### src/rtl/gray_updown_counter_n_pkg.sv
// Shared Gray-code helpers for the counter macros.
// bin2gray / gray2bin operate on a 16-bit word; narrower values zero-extend.
package gray_updown_counter_n_pkg;

  localparam int GRAY_MAX_W = 16;

  typedef logic [GRAY_MAX_W-1:0] gray_word_t;

  typedef enum logic [2:0] {
    OP_HOLD,
    OP_PRESET,
    OP_CLEAR,
    OP_LOAD,
    OP_INC,
    OP_DEC,
    OP_SAT
  } op_e;

  function automatic gray_word_t bin2gray(
    input gray_word_t b
  );
    return b ^ (b >> 1);
  endfunction

  // Prefix XOR from the MSB down; zero upper bits
  // leave narrower widths unaffected.
  function automatic gray_word_t gray2bin(
    input gray_word_t g
  );
    gray_word_t b;
    b[GRAY_MAX_W-1] = g[GRAY_MAX_W-1];
    for (int i = GRAY_MAX_W - 2; i >= 0; i--) begin
      b[i] = b[i+1] ^ g[i];
    end
    return b;
  endfunction

endpackage

### src/rtl/gray_updown_counter_n_if.sv
// Control and status bundle of the Gray up/down counter.
// master: drives D/LD/EN/UP/PS/CS; slave: drives Q/QB/TC.
interface gray_updown_counter_n_if #(
  parameter int WIDTH = 4
);

  logic [WIDTH-1:0] D;
  logic             LD;
  logic             EN;
  logic             UP;
  logic             PS;
  logic             CS;
  logic [WIDTH-1:0] Q;
  logic [WIDTH-1:0] QB;
  logic             TC;

  modport master (
    output D, LD, EN, UP, PS, CS,
    input  Q, QB, TC
  );

  modport slave (
    input  D, LD, EN, UP, PS, CS,
    output Q, QB, TC
  );

endinterface

### src/rtl/gray_updown_counter_n_gray2bin.sv
// Combinational Gray-to-binary decoder, WIDTH bits.
// g: Gray input; b: binary output.
module gray2bin_n
  import gray_updown_counter_n_pkg::*;
#(
  parameter int WIDTH = 4
) (
  input  logic [WIDTH-1:0] g,
  output logic [WIDTH-1:0] b
);

  gray_word_t g_w;
  gray_word_t b_w;

  assign g_w = gray_word_t'(g);
  assign b_w = gray2bin(g_w);
  assign b   = b_w[WIDTH-1:0];

endmodule

### src/rtl/gray_updown_counter_n.sv
// N-bit Gray up/down counter, wrap or saturate, with TC for cascading.
// Ports: CLK, CD (async clear), bus (slave: D/LD/EN/UP/PS/CS -> Q/QB/TC).
module gray_updown_counter_n
  import gray_updown_counter_n_pkg::*;
#(
  parameter int               WIDTH      = 4,
  parameter int               SATURATE   = 0,
  parameter logic [WIDTH-1:0] PRESET_VAL = {WIDTH{1'b1}}
) (
  input logic                    CLK,
  input logic                    CD,
  gray_updown_counter_n_if.slave bus
);

  localparam logic [WIDTH-1:0] TERM_ONES = {WIDTH{1'b1}};
  localparam logic [WIDTH-1:0] TERM_ZERO = '0;
  localparam bit               SAT_MODE  = (SATURATE != 0);

  logic [WIDTH-1:0] b_q;
  logic [WIDTH-1:0] b_nxt;
  logic [WIDTH-1:0] d_bin;
  logic [WIDTH-1:0] pre_bin;
  logic             at_top;
  logic             at_bot;
  logic             tc;
  op_e              op;

  gray_word_t       q_w;

  gray2bin_n #(
    .WIDTH (WIDTH)
  ) u_d_dec (
    .g (bus.D),
    .b (d_bin)
  );

  gray2bin_n #(
    .WIDTH (WIDTH)
  ) u_pre_dec (
    .g (PRESET_VAL),
    .b (pre_bin)
  );

  assign at_top = (b_q == TERM_ONES);
  assign at_bot = (b_q == TERM_ZERO);

  // TC looks only at EN/UP and the state, so
  // PS/CS/LD never disturb a cascade chain.
  assign tc = bus.EN
            & ((bus.UP & at_top)
            | (~bus.UP & at_bot));

  always_ff @(posedge CLK or posedge CD) begin
    if (CD) begin
      b_q <= '0;
    end else begin
      b_q <= b_nxt;
    end
  end

  // Terms are made mutually exclusive to encode
  // PS > CS > LD > EN.
  always_comb begin
    op = OP_HOLD;
    unique case (1'b1)
      bus.PS: begin
        op = OP_PRESET;
      end
      (!bus.PS && bus.CS): begin
        op = OP_CLEAR;
      end
      (!bus.PS && !bus.CS && bus.LD): begin
        op = OP_LOAD;
      end
      (!bus.PS && !bus.CS && !bus.LD
       && bus.EN): begin
        if (SAT_MODE && tc) begin
          op = OP_SAT;
        end else if (bus.UP) begin
          op = OP_INC;
        end else begin
          op = OP_DEC;
        end
      end
      default: begin
        op = OP_HOLD;
      end
    endcase
  end

  always_comb begin
    b_nxt = b_q;
    unique case (op)
      OP_PRESET: b_nxt = pre_bin;
      OP_CLEAR:  b_nxt = '0;
      OP_LOAD:   b_nxt = d_bin;
      OP_INC:    b_nxt = b_q + WIDTH'(1);
      OP_DEC:    b_nxt = b_q - WIDTH'(1);
      OP_SAT:    b_nxt = b_q;
      default:   b_nxt = b_q;
    endcase
  end

  assign q_w    = bin2gray(gray_word_t'(b_q));
  assign bus.Q  = q_w[WIDTH-1:0];
  assign bus.QB = b_q;
  assign bus.TC = tc;

endmodule

### src/flat_wrapper.sv
// flat-port wrapper written by rule: the top's interface ports become plain ports
module gray_updown_counter_n_flat import gray_updown_counter_n_pkg::*;
#(
  parameter int               WIDTH      = 4,
  parameter int               SATURATE   = 0,
  parameter logic [WIDTH-1:0] PRESET_VAL = {WIDTH{1'b1}}
)
  (CLK, CD, bus_D, bus_LD, bus_EN, bus_UP, bus_PS, bus_CS, bus_Q, bus_QB, bus_TC);
  gray_updown_counter_n_if #(.WIDTH(WIDTH)) bus_i ();
  input logic CLK;
  input logic CD;
  input wire logic [$bits(bus_i.D)-1:0] bus_D;
  input wire logic [$bits(bus_i.LD)-1:0] bus_LD;
  input wire logic [$bits(bus_i.EN)-1:0] bus_EN;
  input wire logic [$bits(bus_i.UP)-1:0] bus_UP;
  input wire logic [$bits(bus_i.PS)-1:0] bus_PS;
  input wire logic [$bits(bus_i.CS)-1:0] bus_CS;
  output wire logic [$bits(bus_i.Q)-1:0] bus_Q;
  output wire logic [$bits(bus_i.QB)-1:0] bus_QB;
  output wire logic [$bits(bus_i.TC)-1:0] bus_TC;
  assign bus_i.D = bus_D;
  assign bus_i.LD = bus_LD;
  assign bus_i.EN = bus_EN;
  assign bus_i.UP = bus_UP;
  assign bus_i.PS = bus_PS;
  assign bus_i.CS = bus_CS;
  assign bus_Q = bus_i.Q;
  assign bus_QB = bus_i.QB;
  assign bus_TC = bus_i.TC;
  gray_updown_counter_n #(.WIDTH(WIDTH), .SATURATE(SATURATE), .PRESET_VAL(PRESET_VAL)) u_core (.CLK(CLK), .CD(CD), .bus(bus_i));
endmodule
### config.mk
export PLATFORM = sky130hd
export DESIGN_NAME = gray_updown_counter_n_flat
export DESIGN_NICKNAME = d
export VERILOG_FILES = /design/src/rtl/gray_updown_counter_n_pkg.sv /design/src/rtl/gray_updown_counter_n_if.sv /design/src/rtl/gray_updown_counter_n_gray2bin.sv /design/src/rtl/gray_updown_counter_n.sv /design/src/flat_wrapper.sv
export SDC_FILE = /design/constraint.sdc
export NUM_CORES = 1
export LEC_CHECK = 0
export CAP_MARGIN = 20
export CORE_AREA = 4 4 41 43
export DETAILED_ROUTE_END_ITERATION = 6
export DIE_AREA = 0 0 45 47
export PLACE_DENSITY = 0.76
export REMOVE_ABC_BUFFERS = 1
export SYNTH_ARGS = -nofsm -noshare
export SYNTH_HDL_FRONTEND = slang
export SYNTH_SLANG_ARGS = --single-unit
### constraint.sdc
create_clock -name CLK -period 3.4 [get_ports CLK]
set_input_delay 0.68 -clock CLK [delete_from_list [all_inputs] [get_ports CLK]]
set_output_delay 0.68 -clock CLK [all_outputs]
set_load 0.05 [all_outputs]
; Yosys cells after proc, flatten, opt, wreduce, memory -nomap -nowiden
; Cells that the tools add are included.
[word_totals]
regBits = 4
input_bits = 11
wordCells = 31
[classes]
n_addsub = 2
eq_ne = 6
mux = 3
bitwise_logic = 9
reduce_logical = 10
[ops]
columns = operator, count
row1 = case mux 4 bit (5 select lines), 1
row2 = case mux 3 bit (4 select lines), 1
row3 = equality test 3 x 2 -> 1 bit (second input constant), 2
row4 = equality test 3 bit (second input constant), 2
row5 = logical AND 1 bit, 5
row6 = nonzero test 5 bit, 1
row7 = adder 4 x 1 -> 4 bit (second input constant), 1
row8 = equality test 4 bit (second input constant), 1
row9 = zero test 4 bit, 1
row10 = subtractor 4 x 1 -> 4 bit (second input constant), 1
row11 = XOR 4 x 3 -> 4 bit, 1
row12 = bitwise AND 1 bit, 3
row13 = equality test 3 x 1 -> 1 bit (second input constant), 1
row14 = zero test 1 bit, 3
row15 = XOR 1 bit, 3
row16 = two-way mux 1 bit, 1
row17 = NOT 1 bit, 1
row18 = bitwise OR 1 bit, 1

; Depth between registers and ports, before layout
[depth]
ltp_word = 7
mapped_depth = 8
ltp_nobuf = 8

; Cells and area by module
; Synthesis repeated with hierarchy kept, for this count alone.
[hier_totals]
cells_unflattened = 67
area_unflattened_um2 = 574.3
[by_module_without_submodules]
columns = mod, n_inst, cells_each, area_each_um2
row1 = gray_updown_counter_n, 1, 57, 474.2
row2 = gray2bin_n, 2, 5, 50.0

; Least setup slack after synthesis
; No wires, ideal clock.
[synth_path]
kind = register -> output
start = reg u_core.b_q[1], in the netlist u_core.bus.QB[1]
end = out bus_Q[1]
t_arrival_ns = 1.594
t_required_ns = 2.720
slack_ns = 1.126
path_stages_with_launch = 3
path_buffers = 1
path_cell_list = dfrtp_1 buf_6 xor2_1
[synth_between]
elab_chain_len = 1
[synth_lines]
columns = item, line_no
row1 = start: declaration, gray_updown_counter_n.sv:19  ; logic [WIDTH-1:0] b_q;
row2 = start signal: assignment, gray_updown_counter_n.sv:57  ; b_q <= b_nxt;
row3 = XOR 4 x 3 -> 4 bit, gray_updown_counter_n_pkg.sv:22  ; return b ^ (b >> 1);
row4 = end: declaration, flat_wrapper.sv:18  ; output wire logic [$bits(bus_i.Q)-1:0] bus_Q;
; No other way between the ends.

; Final worst setup path
[layout_path]
start = in bus_UP
end = out bus_TC
[layout_between]
elab_chain_len = 4
[layout_lines]
columns = item, line_no
row1 = start: declaration, flat_wrapper.sv:15  ; input wire logic [$bits(bus_i.UP)-1:0] bus_UP;
row2 = NOT 1 bit, gray_updown_counter_n.sv:51  ; | (~bus.UP & at_bot));
row3 = bitwise AND 1 bit, gray_updown_counter_n.sv:51
row4 = bitwise OR 1 bit *, gray_updown_counter_n.sv:51
row5 = bitwise AND 1 bit *, gray_updown_counter_n.sv:50  ; & ((bus.UP & at_top)
row6 = end: declaration, flat_wrapper.sv:20  ; output wire logic [$bits(bus_i.TC)-1:0] bus_TC;
; Every way passes the cells marked *; elsewhere a longest branch is shown, timed or not.

==> results.ini <==
[cts]
cts_repair_resize_count = 0
clk_latency_ns = 0.24
hold_buffers = 0
cts_buffers = 3
cts.sinks = 4
post_cts_buffers = 0
tritoncts = done
htree_levels = 1
root_buffer = clkbuf_4
clk_pin_slew_ns = 0.04
ctsLongestPathBuffers = 2

[setup_path]
cp_data_required_time_ns = 2.72
timing.rr.end = u_core.bus.QB[2]$_DFFE_PP0P_
start_kind = input port
arrival_ns = 2.28
r2r_slack_ns = 1.82
reg2regPathDepth = 6
reg2reg_from = u_core.bus.QB[1]$_DFFE_PP0P_
critPathCaptureType = primary output
path_max_fanout = 5
path_class = input port to primary output

[yosys]
synth-edff-count = 0
synth_common_cells = ha_1 (5), inv_1 (5), dfrtp_1 (4), nand3_1 (4), nor3_1 (4)
ys_types = 27
synth_top_cell_by_area = dfrtp_1
synth_cells = 56
async_flop_share_pct = 100.0
yosysTopAreaCellShare_pct = 20.57
synth.cell_area_um2 = 486.7
yosys_register_bits = 4
yosys_warnings = 0
ys_seq_area_share_pct = 20.57
synth_area_leaders = dfrtp_1 (21%), ha_1 (13%), xnor2_2 (6.7%)
yosys_most_used_dff = dfrtp_1
avgSynthCellArea_um2 = 8.691

[placed_design]
gp_congestion = 0.7466
io_buffer_count = 19
dp_hpwl_um = 800.1

[route]
drt_first_pass_iters = 2
drt-initial-drc-count = 3
via_per_inst = 4.811
ant_nets = 0
wl_per_cell_um = 10.98
wirelength_um = 988
vias = 433
drc_errors = 0

[die]
initial_utilization_pct = 37.40
core_um2 = 1301
die_h_um = 47
ios = 20
dieWidth_um = 45
die-area_um2 = 2115
rows = 13

[layout]
drive_gt1_share_pct = 10.67
fillers = 127
layout.nets = 93
multi_input_area_um2 = 330.3
largest_reg_flops = 4
seqCellArea_um2 = 100.1
n_antenna_cell = 0
syn_to_final_growth_pct = 41.39

[timing]
slew_violations = 0
finalSetupTns_ns = 0
rsz0062_at_grt = false
skew_ns = 0.004734
period_needed_ns = 2.963
worstMarginPinSlew_ns = 0.5009
max_slew_margin_pct = 66.50
hold_viol_final = 0
setup-violations-final = 0
max_freq_mhz = 337.5
post-route-period-util_pct = 87.14

[run]
max-cap-violations = 0

[grt]
first_global_vias = 397
grt.busiest_layer = met2
grtUsageMet2_pct = 16.67
gr-usage-all-layers_pct = 10.54
met1_usage_pct = 12.16
antenna_found_initial = 0
grt_overflow = 0
use_met3_pct = 2.299
grt_pass1_wl_um = 1552
grt_max_degree = 12

[pwr]
p_leak_uw = 0.0003047
peakVddDrop_mv = 0.1547
p_total_uw = 229.4
powerDensity_nw_per_um2 = 333.3

[min_path]
hold_path_class = input port to async pin

[status]
outcome = complete, no violations

-- final cells by class --
type / count / share of cell area, %
clock buffers: 3 / 3.273
flip-flops and latches: 4 / 14.55
multi-input cells: 43 / 48.00
well taps: 15 / 2.727
inverters: 5 / 2.727
repair buffers: 20 / 28.73
-- how the worst max path moves through the flow --
stage	startpoint	endpoint	slack [ns]	cells past startpoint
floorplan	u_core.bus.QB[3]$_DFFE_PP0P_	bus_TC	0.95	4
global placement	bus_UP	bus_TC	0.45	5
detailed placement	bus_UP	bus_TC	0.43	5
CTS	bus_UP	bus_TC	0.43	5
global route	bus_UP	bus_TC	0.33	5
finish	bus_UP	bus_TC	0.44	5
-- per-layer routing --
| layer | share of wire (%) | wire [µm] |
|---|---|---|
| met1 | 46 | 451 |
| met2 | 46 | 451 |
| met3 | 8.1 | 80 |
| met4 | 0.51 | 5 |
| met5 | 0 | 0 |
-- critical path, cell delays in order --
cell and delay, ns:
clkdlybuf4s50_1 0.53, nand3_1 0.09, o21ai_0 0.06, and2_1 0.13, clkdlybuf4s50_1 0.79
-- placed cells by master (no fill, tap or decap) --
cell type        instances
nor2_1                   2
and2b_2                  1
xnor2_2                  2
a21o_1                   1
buf_4                    1
inv_1                    5
xnor2_1                  3
a21oi_1                  3
o21ai_0                  2
and2_1                   2
nand2_1                  2
xor2_1                   2
nor3b_1                  1
clkdlybuf4s50_1         19
o21bai_1                 2
nor3_1                   4
mux2i_1                  1
nand4_1                  1
ha_1                     5
dfrtp_1                  4
o21ai_1                  1
clkbuf_4                 3
nor2_4                   1
o211a_1                  1
nand3_1                  4
a31o_1                   2
-- report_power, final --
group	switching (µW)	internal (µW)	total [µW]	leakage [µW]
Clock	19.4	39.5	58.9	0.0000138
Sequential	7.58	51.4	59.0	0.0000485
Combinational	64.6	46.9	111	0.000242
Total	91.6	138	229	0.000305
-- through the flow --
step	std cells	setup WS, ns	hold slack [ns]	instance area, µm²	util (%)
floorplan	52	0.9538	0.4461	449.2	-
global placement	87	0.4489	0.7332	665.6	51.15
detailed placement	87	0.4336	0.7568	665.6	51.15
CTS	90	0.4285	0.6264	688.2	52.88
global route	90	0.3301	0.6607	688.2	52.88
finish	90	0.4373	0.6227	688.2	52.88
-- logic make-up (layout without fill, tap and decap cells) --
logic type / after synthesis / count (layout) / synth area share (%)
DFF: 4 / 4 / 20.57
and+or+nand+nor: 18 / 18 / 20.83
AOI/OAI and AO/OA: 12 / 12 / 16.45
muxes: 1 / 1 / 2.057
adders and majority gates: 5 / 5 / 12.85
xor gates and xnor gates: 7 / 7 / 15.68
buffers and inverters: 9 / 28 / 11.57
Note: power is estimated with default switching activity, not from simulation.
